--- config.mk ---
export PLATFORM = sky130hd
export DESIGN_NAME = controlador_preparacao
export DESIGN_NICKNAME = d
export VERILOG_FILES = /design/src/rtl/controlador_preparacao_pkg.sv /design/src/rtl/controlador_preparacao_temporizador.sv /design/src/rtl/controlador_preparacao.sv
export SDC_FILE = /design/constraint.sdc
export NUM_CORES = 1
export LEC_CHECK = 0
export ABC_AREA = 1
export CAP_MARGIN = 20
export CELL_PAD_IN_SITES_DETAIL_PLACEMENT = 1
export CELL_PAD_IN_SITES_GLOBAL_PLACEMENT = 1
export CORE_MARGIN = 1
export CORE_UTILIZATION = 25
export CTS_CLUSTER_SIZE = 25
export DETAILED_ROUTE_END_ITERATION = 12
export PLACE_DENSITY = 0.68
export SLEW_MARGIN = 30
export SYNTH_ARGS = -nofsm -noshare
export SYNTH_HDL_FRONTEND = slang
export SYNTH_SLANG_ARGS = --single-unit
--- constraint.sdc ---
create_clock -name Clock -period 2.3 [get_ports Clock]
set_clock_uncertainty 0.15 [all_clocks]
set_input_delay 0.46 -clock Clock [delete_from_list [all_inputs] [get_ports Clock]]
set_output_delay 0.46 -clock Clock [all_outputs]
set_load 0.05 [all_outputs]
--- src/rtl/controlador_preparacao_pkg.sv ---
// controlador_preparacao_pkg: state codes, drink types and default timing constants
package controlador_preparacao_pkg;

    typedef enum logic [2:0] {
        IDLE     = 3'd0,
        VERIFICA = 3'd1,
        AQUECE   = 3'd2,
        EXTRAI   = 3'd3,
        CONCLUI  = 3'd4,
        ERRO     = 3'd5
    } estado_t;

    localparam logic [1:0] TIPO_CURTO  = 2'b00;
    localparam logic [1:0] TIPO_NORMAL = 2'b01;
    localparam logic [1:0] TIPO_LONGO  = 2'b10;
    localparam logic [1:0] TIPO_AGUA   = 2'b11;

    localparam int TEMPO_AQUECE_PADRAO = 3;
    localparam int DOSE_CURTO_PADRAO   = 2;
    localparam int DOSE_NORMAL_PADRAO  = 4;
    localparam int DOSE_LONGO_PADRAO   = 6;
    localparam int DOSE_AGUA_PADRAO    = 8;

    function automatic logic [3:0] seleciona_dose(
        input logic [1:0] tipo,
        input logic [3:0] curto,
        input logic [3:0] normal,
        input logic [3:0] longo,
        input logic [3:0] agua
    );
        return (tipo == TIPO_CURTO)  ? curto  :
               (tipo == TIPO_NORMAL) ? normal :
               (tipo == TIPO_LONGO)  ? longo  : agua;
    endfunction

endpackage

--- src/rtl/controlador_preparacao_temporizador.sv ---
// temporizador_dose: loadable 4-bit down-counter that stops at zero
module temporizador_dose (
    input  logic       Clock,
    input  logic       Reset,
    input  logic       carga,
    input  logic       habilita,
    input  logic [3:0] valor,
    output logic       zero
);

    logic [3:0] contagem;

    // load has priority; counting stops once zero is reached
    always_ff @(posedge Clock) begin
        if (Reset)
            contagem <= '0;
        else if (carga)
            contagem <= valor;
        else if (habilita && contagem != 4'd0)
            contagem <= contagem - 4'd1;
    end

    assign zero = (contagem == 4'd0);

endmodule

--- src/rtl/controlador_preparacao.sv ---
// controlador_preparacao: drink preparation sequencer (verify, heat, extract, finish)
module controlador_preparacao
    import controlador_preparacao_pkg::*;
#(
    parameter int TEMPO_AQUECE = TEMPO_AQUECE_PADRAO,
    parameter int DOSE_CURTO   = DOSE_CURTO_PADRAO,
    parameter int DOSE_NORMAL  = DOSE_NORMAL_PADRAO,
    parameter int DOSE_LONGO   = DOSE_LONGO_PADRAO,
    parameter int DOSE_AGUA    = DOSE_AGUA_PADRAO
) (
    input  logic       Clock,
    input  logic       Reset,
    input  logic       Pedido,
    input  logic [1:0] Tipo,
    input  logic       TemAgua,
    input  logic [3:0] TempoDeAgua,
    input  logic       HouveRefill,
    output logic       Usar,
    output logic       Ocupado,
    output logic       Pronto,
    output logic       ErroSemAgua,
    output logic [2:0] Estado,
    output logic [7:0] CafesServidos
);

    estado_t    estado, proximo;
    logic [3:0] dose;
    logic [3:0] valor;
    logic       carga, habilita, zero;

    // the timer is loaded with length-1 so that zero marks the last cycle of a phase
    temporizador_dose u_temporizador (
        .Clock   (Clock),
        .Reset   (Reset),
        .carga   (carga),
        .habilita(habilita),
        .valor   (valor),
        .zero    (zero)
    );

    // state register, registered draw request, latched dose and saturating drink count
    always_ff @(posedge Clock) begin
        if (Reset) begin
            estado        <= IDLE;
            Usar          <= 1'b0;
            dose          <= '0;
            CafesServidos <= '0;
        end else begin
            estado <= proximo;
            Usar   <= (proximo == EXTRAI);
            if (estado == IDLE && Pedido)
                dose <= seleciona_dose(Tipo, 4'(DOSE_CURTO), 4'(DOSE_NORMAL),
                                       4'(DOSE_LONGO), 4'(DOSE_AGUA));
            if (estado == EXTRAI && proximo == CONCLUI && CafesServidos != 8'hFF)
                CafesServidos <= CafesServidos + 8'd1;
        end
    end

    // next state and timer control; a finished draw wins over a simultaneous empty reservoir
    always_comb begin
        proximo  = estado;
        carga    = 1'b0;
        habilita = 1'b0;
        valor    = 4'(TEMPO_AQUECE - 1);
        case (estado)
            IDLE:     proximo = Pedido ? VERIFICA : IDLE;
            VERIFICA: begin
                carga   = TemAgua && TempoDeAgua >= dose;
                proximo = carga ? AQUECE : ERRO;
            end
            AQUECE:   begin
                habilita = 1'b1;
                carga    = zero;
                valor    = dose - 4'd1;
                proximo  = zero ? EXTRAI : AQUECE;
            end
            EXTRAI:   begin
                habilita = 1'b1;
                proximo  = zero ? CONCLUI : (!TemAgua ? ERRO : EXTRAI);
            end
            CONCLUI:  proximo = IDLE;
            ERRO:     proximo = HouveRefill ? IDLE : ERRO;
            default:  proximo = IDLE;
        endcase
    end

    assign Estado      = estado;
    assign Ocupado     = (estado != IDLE);
    assign Pronto      = (estado == CONCLUI);
    assign ErroSemAgua = (estado == ERRO);

endmodule

==> impl_summary.md, run 1 <==
Yosys
The synthesized design spends more area on one cell type than any other, namely dfxtp_1. In this run, distinct cell masters in the synthesized netlist total 27. The proportion of register bits with asynchronous set or reset after synthesis is 0. Sorting the synthesized cells by area gives the leading types as dfxtp_1 (30%), nand2_1 (12%), ha_1 (9.9%), nor2_1 (9.2%), inv_1 (8.9%). In the post-synthesis netlist, the cell with the most instances is nand2_1. Of the post-synthesis cell area, the dominant cell type holds 0.3001. The gate count of the mapped netlist is approximately 180. For this run, the register share of the synthesized area comes to 0.3001. The number of nets handed over by synthesis was just over 200. Yosys mapped a number of flops with a built-in enable equal to 0. The number of register bits inferred by synthesis is 19. By count the netlist is led by nand2_1 (39), nor2_1 (31), inv_1 (30), dfxtp_1 (19), ha_1 (10). For this run, the leading register cell type out of synthesis is dfxtp_1.

The Yosys step of the flow raised 0 warnings. The combined area of all synthesized cells is ~0.0013 mm^2. The mean instance size in the synthesized netlist is between 6 and 7 um^2.

Floorplan
26 I/O pins were placed. The initial utilization of the core area, before any placement, comes to 0.2648. The height of the die is roughly 73 um. The die boundary width is ~73 um.

After floorplanning, the core was divided into 25 placement rows. The area enclosed by the die boundary is 0.005358 mm^2. The region available for standard cell placement spans about 0.0048 mm^2.

Critical path
The worst setup path is captured at an output pin. The reg2reg setup slack is about 0.48 ns. The worst setup path is of the reg -> out kind. On the critical path, the stage with the largest delay is an instance of clkdlybuf4s50_1. The critical path goes through clkdlybuf4s50_1. Broken down by cell family, the worst path's largest delay share belongs to buffers and inverters.

The worst reg2reg path endpoint is u_temporizador.contagem[3]. Together, buffers and inverters on the worst path number 1. The depth of the worst register-to-register path is 8.

The biggest cell delay along the critical path is 0.86 ns. The top fanout value on the critical path is 7. STA classifies the critical path startpoint as a register. In this run the critical register-to-register path is launched from dose[3]. The required time of the critical path is 1.69 ns. Data arrives at the worst endpoint at 1.59 ns.

Clock network
The tree is rooted in a clkbuf_8. In this run, post-CTS hold repair placed 0 buffers. The number of gates resized after CTS was 0. The maximum clock insertion buffer count is 2. The maximum level of the CTS H-tree is 1. The clock-pin slew reported for the worst setup and hold paths after clock tree synthesis is roughly 0.08 ns. The insertion delay of the later-clocked pin in the worst-skew pair is around 0.26 ns.

The total clock buffers created by CTS is 3. The CTS sink count is 19. After clock tree synthesis, the setup repair step added 0 buffers.

The TritonCTS clock tree is built.

Placement
The detailed placement HPWL is about 2400 um. Including well taps, the total number of placed cells is 278. The count of port buffers added during placement is 25.

The final RePlAce weighted congestion is 0.7754.

Layout
The filler cells instantiated in the layout total between 600 and 700. At the end of the flow the core is filled with cells to 0.3477. The area growth from synthesis to final layout is 31.29%.

In the final design database the tool counted between 200 and 250 nets. The ratio of cells with drive above 1 in the final layout is 0.1349. The post-route non-filler standard cell count is around 280. The number of inserted diodes is 0.

Power and ir drop
The power per standard cell area is ~600 mW/mm^2. Cell internal power was estimated by the tool at 616.3 uW. The maximum vdd ir drop is ~0.00029 V. The static leakage power is ~0.77 nW. The switching share of power is 0.3825. For this design the total switching power over the nets is 381.8 uW.

The sequential group share of total power is 0.383. The fraction of power consumed by the clock network is 0.245. Of the total power, combinational logic draws 0.371.

Timing
The worst path needs around 2.2 ns of the cycle, external delays included. Measured against its own limit, the worst slew margin works out to 0.6636. Setup repair after global routing left no endpoint under its margin.

Timing would allow up to about 450 MHz. The max-slew violation count came to 0. Dividing the final minimum period by the clock period gives 0.9583. The final hold violation count was 0. For the pin with the worst max-slew slack, the measured transition is about 0.50 ns. The total negative slack for setup checks is 0 ns.

Setup violations remaining at the end of the flow were counted as 0.

Routing
Wires add up to between 2000 and 3000 um. After the first detailed-routing iteration, the DRC count stood at 31. After detailed routing, the number of remaining DRC violations is 0. The first TritonRoute pass finished after 2 iterations. The count of nets left with antenna violations after detail routing is 0.

The post-detailed-route wirelength per cell is around 11 um. The via-per-instance ratio is 4.330. The total via count after detailed routing is around 1200.

Worst hold path
The tightest min-delay check is of the reg -> reg type. The startpoint of the worst hold path is dose[3]. The hold path depth is 2. The worst hold path terminates at dose[3].

GRT
Entering global routing, the biggest net connects 16 pins. The first global-routing pass estimated a little over 5000 um of wire. The initial antenna violation count is 0. Across every metal layer, demand over resource in global routing totals 0.1241. The remaining global-route overflow is 0.

The via count of the first global-routing pass came to around 1200.

Flow run
The number of max-cap violations is 0.

Outcome
The flow ran to the end, and the final reports show no timing, DRC or antenna violations.
cells by family (layout without fill, tap and decap cells):
kind of cell    after synthesis  after routing  share of synthesized area
xor+xnor                      3              3                    0.02073
buf+inv                      34             65                     0.1007
fa+ha+maj                    10             10                    0.09872
flops                        19             19                     0.3001
simple gates                 96             96                     0.3761
compound gates               22             22                     0.1037
cells in the final DEF (no fill, tap or decap), drive strengths merged:
cell,count
ha,10
nand3,10
a211oi,1
buf,6
clkinv,1
o21bai,1
o311ai,1
inv,33
dfxtp,19
clkdlybuf4s50,22
xor2,3
nor3,2
clkbuf,3
o21ai,10
or2,1
nand4,6
nor2,33
a21oi,8
nand2,44
a31oi,1
per-layer routing:
layer | GRT usage | vias to the layer above | share of wire | wire length, um
met5 | 0 | - | 0 | 0
met2 | 0.2150 | 13 | 0.49 | 1467
met4 | 0.04139 | 0 | 0.011 | 34
met3 | 0.02901 | 4 | 0.028 | 83
li1 | - | 640 | - | -
met1 | 0.1498 | 564 | 0.47 | 1394
worst max path at each step:
stage	slack (ns)	cells past startpoint	end	from
floorplan	0.18	2	ErroSemAgua	Estado[0]
global placement	-0.03	14	CafesServidos[5]	TempoDeAgua[1]
detailed placement	-0.04	11	u_temporizador.contagem[3]	TempoDeAgua[1]
CTS	0.09	1	Estado[2]	Estado[2]
global route	0.03	1	Estado[2]	Estado[2]
finish	0.1	1	Estado[2]	Estado[2]
power by group through the flow:
stage	sequential, mW	combinational, mW	clock [mW]
floorplan	0.415	0.243	0
global placement	0.391	0.373	0
detailed placement	0.391	0.376	0
CTS	0.384	0.378	0.257
global route	0.388	0.418	0.277
finish	0.383	0.371	0.245
state kept, by name, indices dropped and copies added, names as in the netlist:
name                     flops
Estado                       3
Usar                         1
dose                         3
u_temporizador.contagem      4
CafesServidos                8
area by class of cell:
type                            instances  area, um^2  share of cell area
Multi-Input combinational cell        131       764.5              0.4594
Sequential cell                        19       380.4              0.2286
Timing Repair Buffer                   28       265.3              0.1594
Inverter                               33       123.9             0.07444
Tap cell                               67       83.83             0.05038
Clock buffer                            3       41.29             0.02481
Clock inverter                          1       5.005            0.003008
through the flow:
| stage | area, um^2 | worst slack (ns) | hold WS, ns | power (mW) |
|---|---|---|---|---|
| after floorplan | 1272 | 0.1773 | 0.3055 | 0.6581 |
| after global placement | 1618 | -0.03398 | 0.3378 | 0.7632 |
| after detailed placement | 1618 | -0.04440 | 0.3526 | 0.7673 |
| after CTS | 1664 | 0.08738 | 0.3645 | 1.018 |
| after global routing | 1664 | 0.03063 | 0.3950 | 1.084 |
| final | 1664 | 0.09580 | 0.3585 | 0.9981 |
(Power assumes the default switching activity.)
==> run 2, diff against run 1 <==
Settings changed: CORE_ASPECT_RATIO set to 0.8.
==> impl_summary.md, run 2 (synthesis gave the netlist of run 1 again) <==
Layout
The area growth from synthesis to final layout is 30.50%. The most flop-heavy register is CafesServidos. The register with the most flip-flops in the layout has 8 of them. In the final layout, the registers with the most flip-flops are CafesServidos: 8 flops, u_temporizador.contagem: 4 flops. In the final design database the tool counted roughly 240 nets.

Leaving out fill and tap cells, the most frequent cells in the layout are nand2_1 (39), nor2_1 (31), inv_1 (30). In the final layout, the share of cells above drive strength 1 is 0.1302. Excluding fillers, the count of instances in the completed layout stands at roughly 280. The filler cell count is between 500 and 600. The library cell used most frequently in the layout, excluding fill and tap cells, is nand2_1. 0 antenna diodes ended up in the layout.

Routing
The number of detailed-routing iterations run before antenna repair is 4. Summing over every cut layer, the via total after detailed routing is around 1200. For this run, design rule violations remaining after detail routing come to 0. Dividing the detail-routed via count by the number of cells gives about 4.4. Summed over all layers, the routed wires come to 3190 um. The number of DRC markers in iteration 0 is 40. The post-detailed-route wirelength per cell is around 12 um. The count of nets left with antenna violations after detail routing is 0.

Power and ir drop
Dividing total power by cell area gives a power density of approximately 600 mW/mm^2. VDD sags by at most between 0.0002 and 0.0003 V. The static leakage power is approximately 0.76 nW.

Timing
Measured against its own limit, the worst slew margin works out to 0.6666. The max-slew violation count is 0. Setup violations remaining at the end of the flow were counted as 0. Setup repair after global routing left no endpoint under its margin.

For the pin with the worst max-slew slack, the measured transition is around 0.5 ns. The post-layout minimum cycle time is about 2.2 ns. The final hold violation count is 0.

Hold is met by around 0.37 ns. The maximum achievable frequency is ~450 MHz. The total negative slack for setup checks is 0 ns. The ratio of final minimum period to clock period is 0.9611.

Floorplan
In this run the vertical extent of the chip is roughly 66 um. For this design the top-level I/O count stands at 26. The count of standard-cell rows is 22. The core region area is 0.004735 mm^2. For this configuration, the core starts out at a cell density of 0.2677. The area enclosed by the die boundary is about 0.0054 mm^2.

The die boundary width is 81.61 um.

Clock network
In this run the number of H-tree levels came out at 1. In this run the clock root is driven by a clkbuf_8. The insertion delay of the later-clocked pin in the worst-skew pair is about 0.26 ns. The count of instances resized after the clock tree is built is 0. The CTS sink count is 19.

The maximum clock insertion buffer count is 2. The TritonCTS clock tree is built. The clock-pin slew reported for the worst setup and hold paths after clock tree synthesis is about 0.080 ns.

The number of clock buffers added by TritonCTS is 3. After clock tree synthesis, the setup repair step added 0 buffers. The hold buffer count at CTS is 0.

Critical path
The slowest cell on the critical path is clkdlybuf4s50_1. Data on the critical path arrives at its endpoint at between 1.5 and 2 ns. The worst setup path is captured at an output pin. In this design, the stage delay of the slowest critical-path cell is roughly 0.86 ns.

Together, buffers and inverters on the worst path number 1. The worst register-to-register path has a setup slack of 0.46 ns. The top fanout value on the critical path is 7. The signal on the critical path passes through clkdlybuf4s50_1. The worst setup path is launched from a register. The critical path in this run is classified as reg -> out.

Data on the critical path is required at its endpoint by 1.69 ns. The cell family contributing the most delay on the critical path is buffers and inverters.

GRT
The global-route wire length before repair is about 5500 um. The initial antenna violation count came to 0. The total global routing track utilization is 0.1349. Entering global routing, the biggest net connects 16 pins.

Global routing finished with a remaining overflow of 0. The via count of the first global-routing pass is between 1000 and 1500.

Placement
The number of placed instances, taps included, is about 270. The count of port buffers added during placement is 25. The final RePlAce weighted congestion is 0.7006. After legalization and detailed placement, the total HPWL measured roughly 2500 um.

Worst hold path
The class of the most critical hold timing path is reg -> reg.

Outcome
The flow ran to the end, and the final reports show no timing, DRC or antenna violations.

Flow run
The tool flagged a number of max-cap violations equal to 0.
run 2: area by class of cell:
| cell class | count | area (um^2) | share of cell area |
|---|---|---|---|
| timing repair buffer | 28 | 265.3 | 0.1604 |
| sequential | 19 | 380.4 | 0.2300 |
| tap | 60 | 75.07 | 0.04539 |
| clock buffer | 4 | 45.04 | 0.02723 |
| inverter | 33 | 123.9 | 0.07489 |
| multi-input combinational | 131 | 764.5 | 0.4622 |
run 2: metrics by stage:
| stage | instance area, um^2 | setup WS [ns] | utilization | total power, mW |
|---|---|---|---|---|
| final | 1654 | 0.08939 | 0.3494 | 1.007 |
| after global placement | 1609 | -0.007919 | 0.3399 | 0.7606 |
| after CTS | 1654 | 0.09063 | 0.3494 | 1.019 |
| after detailed placement | 1609 | -0.04296 | 0.3399 | 0.7696 |
| after floorplan | 1272 | 0.1773 | - | 0.6581 |
| after global routing | 1654 | 0.04194 | 0.3494 | 1.081 |
run 2: worst reg2reg max path: cells and delay by family (launching register included):
family / cells / cell delay [ns]
buffers and inverters: 2 / 0.15
AND/OR/NAND/NOR: 10 / 0.81
flip-flops: 1 / 0.35
adder cells (fa/ha/maj): 1 / 0.30
run 2: final timing paths:
path | startpoint | endpoint | depth (start not counted)
min reg2reg | dose[2] | dose[2] | 2
min | dose[2] | dose[2] | 2
max | Estado[2] | Estado[2] | 1
max reg2reg | dose[3] | CafesServidos[3] | 13
run 2: power by group:
group,switching (mW),internal [mW]
Clock,0.122,0.123
Sequential,0.0256,0.357
Combinational,0.240,0.139
Total,0.387,0.620
run 2: routing by layer:
layer  share of wire  vias to the layer above  track usage
met4          0.0056                        0      0.02851
met3           0.049                        2      0.03472
li1                -                      642            -
met1            0.52                      535       0.1718
met5               0                        -            0
met2            0.42                       22       0.2271
